===== config.mk =====
export PLATFORM = sky130hd
export DESIGN_NAME = move_scheduler
export DESIGN_NICKNAME = d
export VERILOG_FILES = /design/src/rtl/move_scheduler.sv
export SDC_FILE = /design/constraint.sdc
export NUM_CORES = 2
export LEC_CHECK = 0
export ABC_AREA = 0
export CAP_MARGIN = 0
export CELL_PAD_IN_SITES_DETAIL_PLACEMENT = 0
export CELL_PAD_IN_SITES_GLOBAL_PLACEMENT = 2
export CORE_MARGIN = 1.5
export CORE_UTILIZATION = 38
export CTS_CLUSTER_DIAMETER = 50
export DETAILED_ROUTE_END_ITERATION = 10
export PLACE_DENSITY_LB_ADDON = 0.25
export SLEW_MARGIN = 0
export SYNTH_ARGS = -nofsm -noshare
export SYNTH_HDL_FRONTEND = slang
export SYNTH_SLANG_ARGS = --single-unit

===== constraint.sdc =====
create_clock -name CLK -period 9.8 [get_ports CLK]
set_input_delay 2.45 -clock CLK [delete_from_list [all_inputs] [get_ports CLK]]
set_output_delay 2.45 -clock CLK [all_outputs]
set_load 0.05 [all_outputs]

===== src/rtl/move_scheduler.sv =====
// Buffered stepper-move sequencer: a ring FIFO of move segments feeding a DDA tick engine
// that emits step/dir pulses and reports buffer status back to the host.
module move_scheduler #(
  parameter int unsigned BUFFER_BITS = 2,
  parameter int unsigned DUR_W       = 64,
  parameter int unsigned INC_W       = 64,
  parameter int unsigned DIV_W       = 24
) (
  input  logic                   CLK,
  input  logic                   resetn,
  input  logic                   push_valid,
  output logic                   push_ready,
  input  logic                   push_dir,
  input  logic [DUR_W-1:0]       push_duration,
  input  logic [INC_W-1:0]       push_increment,
  input  logic [INC_W-1:0]       push_incinc,
  input  logic [DIV_W-1:0]       clock_divisor,
  input  logic                   enable,
  input  logic                   abort,
  output logic                   step,
  output logic                   dir,
  output logic                   busy,
  output logic                   move_done,
  output logic [BUFFER_BITS:0]   fill_level,
  output logic                   underrun
);

  localparam int unsigned Depth = 1 << BUFFER_BITS;
  localparam int unsigned CntW  = BUFFER_BITS + 1;
  // Subtracted from the accumulator each time a step is emitted.
  localparam logic [INC_W-1:0] StepSub = {1'b0, {(INC_W-1){1'b1}}} - INC_W'(100);

  typedef enum logic [1:0] {StIdle, StLoad, StRun} state_e;

  // Segment storage; the executing segment stays at the head until retired.
  logic                   dir_mem    [Depth];
  logic [DUR_W-1:0]       dur_mem    [Depth];
  logic [INC_W-1:0]       inc_mem    [Depth];
  logic [INC_W-1:0]       incinc_mem [Depth];

  logic [BUFFER_BITS-1:0] wr_ptr_q, wr_ptr_d;
  logic [BUFFER_BITS-1:0] rd_ptr_q, rd_ptr_d;
  logic [CntW-1:0]        count_q, count_d;

  state_e                 state_q, state_d;
  logic [DUR_W-1:0]       tick_q, tick_d;
  logic [INC_W-1:0]       inc_q, inc_d;
  logic [INC_W-1:0]       incinc_q, incinc_d;
  logic [INC_W-1:0]       acc_q, acc_d;
  logic [DIV_W-1:0]       clkcnt_q, clkcnt_d;
  logic                   dir_q, dir_d;
  logic                   underrun_q, underrun_d;

  logic                   clear;
  logic                   head_dir;
  logic [DUR_W-1:0]       head_dur;
  logic [INC_W-1:0]       head_inc;
  logic [INC_W-1:0]       head_incinc;
  logic [DIV_W-1:0]       div_eff;
  logic [DIV_W-1:0]       cnt_next;
  logic [INC_W-1:0]       acc_sum;
  logic                   tick_fire;
  logic                   step_hit;
  logic                   load_zero;
  logic                   run_done;
  logic                   retire;
  logic                   push_fire;
  logic                   others_stored;

  assign clear       = !resetn || abort;
  assign head_dir    = dir_mem[rd_ptr_q];
  assign head_dur    = dur_mem[rd_ptr_q];
  assign head_inc    = inc_mem[rd_ptr_q];
  assign head_incinc = incinc_mem[rd_ptr_q];

  assign div_eff   = (clock_divisor == '0) ? DIV_W'(1) : clock_divisor;
  assign cnt_next  = clkcnt_q + DIV_W'(1);
  // >= rather than == so a divisor lowered mid-count still fires on the next compare.
  assign tick_fire = (state_q == StRun) && (cnt_next >= div_eff);
  assign acc_sum   = acc_q + inc_q;
  assign step_hit  = tick_fire && !acc_sum[INC_W-1] && (acc_sum != '0);
  assign load_zero = (state_q == StLoad) && (head_dur == '0);
  assign run_done  = tick_fire && (tick_q == DUR_W'(1));
  assign retire    = !clear && (load_zero || run_done);

  // A retiring slot frees space in the same cycle, so a push is taken even when full.
  assign push_ready    = (count_q != CntW'(Depth)) || retire;
  assign push_fire     = push_valid && push_ready && !clear;
  assign others_stored = count_q > CntW'(1);

  assign step       = !clear && step_hit;
  assign move_done  = retire;
  assign dir        = dir_q;
  assign busy       = (state_q != StIdle);
  assign fill_level = count_q;
  assign underrun   = underrun_q;

  always_comb begin
    wr_ptr_d = wr_ptr_q;
    rd_ptr_d = rd_ptr_q;
    count_d  = count_q;
    if (push_fire) begin
      wr_ptr_d = wr_ptr_q + BUFFER_BITS'(1);
    end
    if (retire) begin
      rd_ptr_d = rd_ptr_q + BUFFER_BITS'(1);
    end
    count_d = count_q + CntW'(push_fire) - CntW'(retire);
  end

  always_comb begin
    state_d    = state_q;
    tick_d     = tick_q;
    inc_d      = inc_q;
    incinc_d   = incinc_q;
    acc_d      = acc_q;
    clkcnt_d   = clkcnt_q;
    dir_d      = dir_q;
    underrun_d = underrun_q;
    unique case (state_q)
      StIdle: begin
        if ((count_q != '0) && enable) begin
          state_d = StLoad;
        end
      end
      StLoad: begin
        tick_d   = head_dur;
        inc_d    = head_inc;
        incinc_d = head_incinc;
        dir_d    = head_dir;
        clkcnt_d = '0;
        if (load_zero) begin
          state_d = StIdle;
          if (!others_stored && enable) begin
            underrun_d = 1'b1;
          end
        end else begin
          state_d = StRun;
        end
      end
      StRun: begin
        clkcnt_d = cnt_next;
        if (tick_fire) begin
          clkcnt_d = '0;
          acc_d    = step_hit ? (acc_sum - StepSub) : acc_sum;
          inc_d    = inc_q + incinc_q;
          tick_d   = tick_q - DUR_W'(1);
          if (run_done) begin
            state_d = (others_stored && enable) ? StLoad : StIdle;
            if (!others_stored && enable) begin
              underrun_d = 1'b1;
            end
          end
        end
      end
      default: begin
        state_d = StIdle;
      end
    endcase
  end

  always_ff @(posedge CLK) begin
    if (push_fire) begin
      dir_mem[wr_ptr_q]    <= push_dir;
      dur_mem[wr_ptr_q]    <= push_duration;
      inc_mem[wr_ptr_q]    <= push_increment;
      incinc_mem[wr_ptr_q] <= push_incinc;
    end
  end

  always_ff @(posedge CLK) begin
    if (clear) begin
      wr_ptr_q   <= '0;
      rd_ptr_q   <= '0;
      count_q    <= '0;
      state_q    <= StIdle;
      tick_q     <= '0;
      inc_q      <= '0;
      incinc_q   <= '0;
      acc_q      <= '0;
      clkcnt_q   <= '0;
      underrun_q <= 1'b0;
    end else begin
      wr_ptr_q   <= wr_ptr_d;
      rd_ptr_q   <= rd_ptr_d;
      count_q    <= count_d;
      state_q    <= state_d;
      tick_q     <= tick_d;
      inc_q      <= inc_d;
      incinc_q   <= incinc_d;
      acc_q      <= acc_d;
      clkcnt_q   <= clkcnt_d;
      underrun_q <= underrun_d;
    end
  end

  // Direction survives abort; only reset clears it.
  always_ff @(posedge CLK) begin
    if (!resetn) begin
      dir_q <= 1'b0;
    end else if (!abort) begin
      dir_q <= dir_d;
    end
  end

endmodule


Yosys cells after proc, flatten, opt, wreduce, memory -nomap -nowiden
Memory sizes are Yosys's and may differ from the RTL's. A register that Yosys moved wholly into a read port is not among the register bits.
Index checks and enable logic that the tools add are counted.

word-level totals
  bits in registers = 226
  latch bits = 0
  bits in writable memories = 772
  ROM bits = 0
  bits of input ports = 222
  output and inout bits = 9
  logic and storage cells = 90
  memories = 4

memories
  name        depth  bits a word  read ports  clocked after Yosys merged registers in  write ports  RTL line  text
  dur_mem     4      64           1           1                                        1            37        logic [DUR_W-1:0] dur_mem [Depth];
  inc_mem     4      64           1           1                                        1            38        logic [INC_W-1:0] inc_mem [Depth];
  incinc_mem  4      64           1           1                                        1            39        logic [INC_W-1:0] incinc_mem [Depth];
  dir_mem     4      1            1           1                                        1            36        logic dir_mem [Depth];

cells by class
  add/sub/neg operators = 9
  $mul = 0
  divide/modulo/power cells = 0
  magnitude comparators = 2
  equal/unequal tests = 8
  shift operators = 0
  multiplexer cells = 25
  bitwise operators = 1
  reductions and logical operators = 32

operator list
  cell                                                                   number
  64-bit one-hot mux with 2 select lines                                 2
  64-bit two-way mux                                                     3
  64-bit adder                                                           2
  64-bit by 1-bit == test with 1-bit output, second input constant       1
  64-bit logical NOT                                                     1
  64-bit nonzero test                                                    1
  64-bit by 1-bit subtractor with 64-bit output, second input constant   1
  64-bit by 63-bit subtractor with 64-bit output, second input constant  1
  24-bit two-way mux                                                     2
  24-bit one-hot mux with 2 select lines                                 1
  24-bit by 1-bit adder with 24-bit output, second input constant        1
  24-bit >= comparator                                                   1
  24-bit logical NOT                                                     1
  2-bit two-way mux                                                      8
  1-bit logical AND                                                      12
  2-bit inequality test, second input constant                           4
  1-bit two-way mux                                                      7
  2-bit one-hot mux with 3 select lines                                  1
  2-bit AND reduction                                                    3
  1-bit logical NOT                                                      5
  2-bit by 1-bit adder with 2-bit output, second input constant          2
  4-bit AND reduction                                                    1
  2-bit nonzero test                                                     2
  3-bit by 1-bit adder with 3-bit output                                 1
  11 further kinds                                                       13

Depth between registers and ports, before layout
  depth after elaboration = 12
  gate-level depth with buffers = 27
  mapped depth without buffers = 26

Least setup slack after synthesis
No wires, ideal clock.

  path kind = input to register
  start point = input port clock_divisor[18]
  end point = memory dir_mem[0], enable pin
  setup time = 0.578 ns
  arrival = 9.330 ns
  data required time = 9.222 ns
  slack = -0.107 ns
  stages = 16
  buffers on the path = 0
  path through = nor4_1 nand4_1 o21bai_1 ha_1 nand2b_1 a21o_1 a21oi_1 o21ai_0 o41ai_1 a21oi_1 o221ai_1 nor2_1 o21ai_0 nand3_1 and3_1 and2_1

on the way
  word-level cells in the longest chain between the ends = 12

RTL lines
  item                                       RTL line  text
  start, declared                            17        input logic [DIV_W-1:0] clock_divisor,
  24-bit logical NOT                         76        assign div_eff = (clock_divisor == '0) ? DIV_W'(1) : clock_divisor;
  24-bit two-way mux *                       76
  24-bit >= comparator *                     79        assign tick_fire = (state_q == StRun) && (cnt_next >= div_eff);
  1-bit logical AND *                        79
  1-bit logical AND *                        83        assign run_done = tick_fire && (tick_q == DUR_W'(1));
  1-bit logical OR *                         84        assign retire = !clear && (load_zero || run_done);
  1-bit logical AND *                        84
  1-bit logical OR *                         87        assign push_ready = (count_q != CntW'(Depth)) || retire;
  named net push_ready                       12        output logic push_ready,
  1-bit logical AND * (2 in a row)           88        assign push_fire = push_valid && push_ready && !clear;
  1-bit two-way mux *                        163       if (push_fire) begin
  1-bit two-way mux (not written as such) *  164       dir_mem[wr_ptr_q] <= push_dir;
  end, declared                              36

Mark *: on every way through the listed nets, which the timed path passes. The rest lies on a longest branch.

Worst setup path after layout
  start point = register inc_q[0]
  end point = output port step

on the way
  word-level cells in the longest chain between the ends = 5
  elaborated cells on any way between the ends = 6
  those cells by class = add/sub: 1; reduce/logical: 5

RTL lines
  item                                                                         RTL line  text
  start, declared                                                              47        logic [INC_W-1:0] inc_q, inc_d;
  start signal, assigned                                                       189       inc_q <= inc_d;
  64-bit adder *                                                               80        assign acc_sum = acc_q + inc_q;
  parallel branches: the longest is 2 deep, another holds 64-bit nonzero test  -
  1-bit logical AND *                                                          81        assign step_hit = tick_fire && !acc_sum[INC_W-1] && (acc_sum != '0);
  1-bit logical AND *                                                          91        assign step = !clear && step_hit;
  end, declared                                                                20        output logic step,

Mark *: on every way between the ends.

==> metrics.csv <==
metric,value,unit
GR Util All Layers,22.47,%
antenna violations before repair,18,
register bit total from synthesis,1065,
DRT antenna net count,0,
crit path kind,flop to primary output,
cells resized by post-CTS repair,0,
Pleak,20.66,nW
Die Ht,371.4,um
Hold Buf Count CTS,0,
Slew @ Worst Pin,1.203,ns
Critical Path RT,7.35,ns
CTS root buf,clkbuf_16,
Post-CTS Setup Inserts,0,
die width,371.4,um
"Slew Viols, Final",0,
routability cong.,0.9102,
status,"finished, final reports clean",
crit path capture type,primary output,
Final min period,8.563,ns
nets@finish,4828,
Worst-path clk slew,0.05,ns
vias post-DR,35870,
fraction of registers with async set/reset,0,%
HP Class,flop to flop,
CTS tree,yes,
initial DRC count,3096,
largest net degree at the start of global routing,210,
Clock Skew,0.04468,ns
Avg Vias per Cell,5.658,
Post-Syn Instances,4245,
worst path arrival time,6.11,ns
Fin Hold WS,0.4476,ns
Clock Latency Late Sink,0.79,ns
pwr/cell area,169.8,mW/mm^2
num rows,135,
Area Growth Syn to Fin,17.34,%
most area-hungry cell type in the Yosys netlist,edfxtp_1,
fillers,12340,
largest stage delay on the critical path,0.68,ns
CP max-delay cell,a22oi_1,
number of CTS-inserted buffers,139,
vias in the first global route,34720,
worst-path cell chain,ha_1 -> fa_1 -> a211oi_1 -> o21ai_1 -> a22oi_1 -> o211ai_1 -> xnor2_1 -> o211ai_1 -> nor3_1 -> nand4_1 -> nor4_1 -> nand4_1 -> buf_4 -> nand2_1 -> nor2_1 -> buf_4,
WL/cell,24.50,um
sw frac,22.37,%
Routed WL,155300,um
Final setup viols,0,
max cap viols,0,
headroom to the max-slew limit,19.04,%
H-tree Lvls,4,
synth top area cells,"edfxtp_1, dfxtp_1, mux4_2",
unrepaired setup endpoints after global routing,no,
final hold vios,0,
maximum net fanout on the critical path,17,
post-synth top area share,44.94,%
Die ar.,0.1380,mm^2
Seq pwr share,47.5,%
Max Freq,116.8,MHz
global-route wire length before repair,230300,um
CP startpoint kind,flop,
Combinational Power Share,3.3,%
maximum vdd drop,177.8,uV
final worst path period share,87.38,%
Power Internal,0.007978,W
IO Count,231,
core area,0.1351,mm^2
Pre-antenna DRT Iters,6,
DP HPWL,110200,um
Residual DRC,0,
CP Launch Point,inc_q[0],
"Seq/Total Area, Yosys",56.32,%
Hold Crit Start,acc_q[25],
Post-synth EDFFs,772,
Net Switching,0.002299,W
final setup margin,1.237,ns
Netlist cell types,92,
TNS Setup,0,ns
share of layout cells above drive strength 1,11.26,%
flop2flop setup slack,3.32,ns
CP top delay family,compound AO/OA/AOI/OAI gates,
global route total overflow,0,
dominant synthesized flop cell,edfxtp_1,
Place WS,1.302,ns
IO buf count,230,
cell area after synthesis,0.05158,mm^2
"Avg Cell Area, Syn",12.15,um^2
clk sinks,1065,
clk buf depth,3,
syn_nets,4637,
clock group share of total power,49.3,%
Initial Util,38.17,%
Synthesis Warnings,0,
WP buf/inv,2,
## path summary, 6_finish.rpt
kind                                       end  cells after the start
worst max-delay path                      step                     16
worst min-delay path                 acc_q[25]                      2
worst max register to register  inc_mem[3][38]                     12
worst min register to register       acc_q[25]                      2
## cell usage after synthesis, drive strengths merged, types with 94 or more instances
| master | instances |
|---|---|
| edfxtp | 772 |
| nand2 | 360 |
| nor2 | 331 |
| a21oi | 298 |
| dfxtp | 293 |
| o21ai | 214 |
| clkbuf | 196 |
| mux4 | 193 |
| ha | 167 |
| a211oi | 97 |
| xnor2 | 95 |
| nand3 | 94 |
## per-layer routing
metal | vias up | track usage [%] | routed length [um]
li1 | 16830 | - | -
met1 | 17840 | 34.31 | 76200
met2 | 989 | 33.12 | 67290
met3 | 190 | 3.756 | 8823
met4 | 14 | 5.308 | 2876
met5 | - | 0 | 93
## state kept, by name, indices dropped and copies added (netlist names), named ones only
name        cells
incinc_q       64
inc_q          64
underrun        1
inc_mem       256
rd_ptr_q        2
dir_mem         4
state_q         2
dir             1
clkcnt_q       24
dur_mem       256
tick_q         64
wr_ptr_q        2
acc_q          64
fill_level      3
incinc_mem    256
## cells in the final DEF (no fill, tap or decap), types with 25 or more instances in the layout
cell type          n
nor2_1           327
edfxtp_1         772
nor3_1            75
o211ai_1          28
o21bai_1          26
a22oi_1           28
xor2_1            72
nand3_1           93
buf_4             43
clkdlybuf4s50_1  227
and3_1            48
clkbuf_16        139
mux2i_1           91
mux4_2           193
inv_1             68
a311oi_1          25
clkbuf_1          35
nand4_1           85
nand2_1          359
dfxtp_1          289
and2_1            34
a211oi_1          94
a31oi_1           27
or3_1             38
nor4_1            61
xnor2_1           95
nand2b_1          35
a21o_1            83
a21oi_1          298
ha_1             165
o21ai_0          188
o21ai_1           26
## logic make-up (layout without fill, tap and decap cells)
logic type	Yosys count	count (layout)	synth area share, %
simple gates	1262	1262	11.91
flops	1065	1065	56.32
compound gates	995	995	12.33
buf+inv	299	608	2.190
mux	287	287	10.26
fa+ha+maj	170	170	4.167
xor+xnor	167	167	2.836
other cells	0	4	0
## power by group through the flow
stage / combinational [W] / clock (W) / sequential [W]
after detailed placement: 0.000337 / 0 / 0.00497
after floorplan: 0.000130 / 0 / 0.00497
after CTS: 0.000338 / 0.00519 / 0.00488
final: 0.000335 / 0.00506 / 0.00488
after global placement: 0.000333 / 0 / 0.00497
after global routing: 0.000362 / 0.00536 / 0.00488
## tightest hold or removal path, delay by kind of cell, from the launching register on
kind | cells | cell delay [ns]
AND/OR/NAND/NOR | 2 | 0.09
flip-flops | 1 | 0.31
## layout make-up
cell class | count | area, um^2 | area share, %
diodes | 4 | 10.01 | 0.01654
clock buffers | 182 | 3720 | 6.146
clock inverters | 77 | 969.7 | 1.602
inverters | 69 | 261.5 | 0.4321
multi-input cells | 2881 | 21480 | 35.48
flip-flops and latches | 1065 | 29060 | 48.02
well taps | 1781 | 2228 | 3.682
repair buffers | 280 | 2795 | 4.618
## stage by stage
step	instance area [um^2]	cells	util (%)	total power (W)
floorplan	51590	4245	-	0.005103
global placement	55820	6076	41.31	0.005303
detailed placement	55820	6076	41.31	0.005308
CTS	60510	6335	44.78	0.01040
global route	60520	6336	44.78	0.01060
finish	60520	6339	44.79	0.01028
Power figures use the tool's default switching activity.
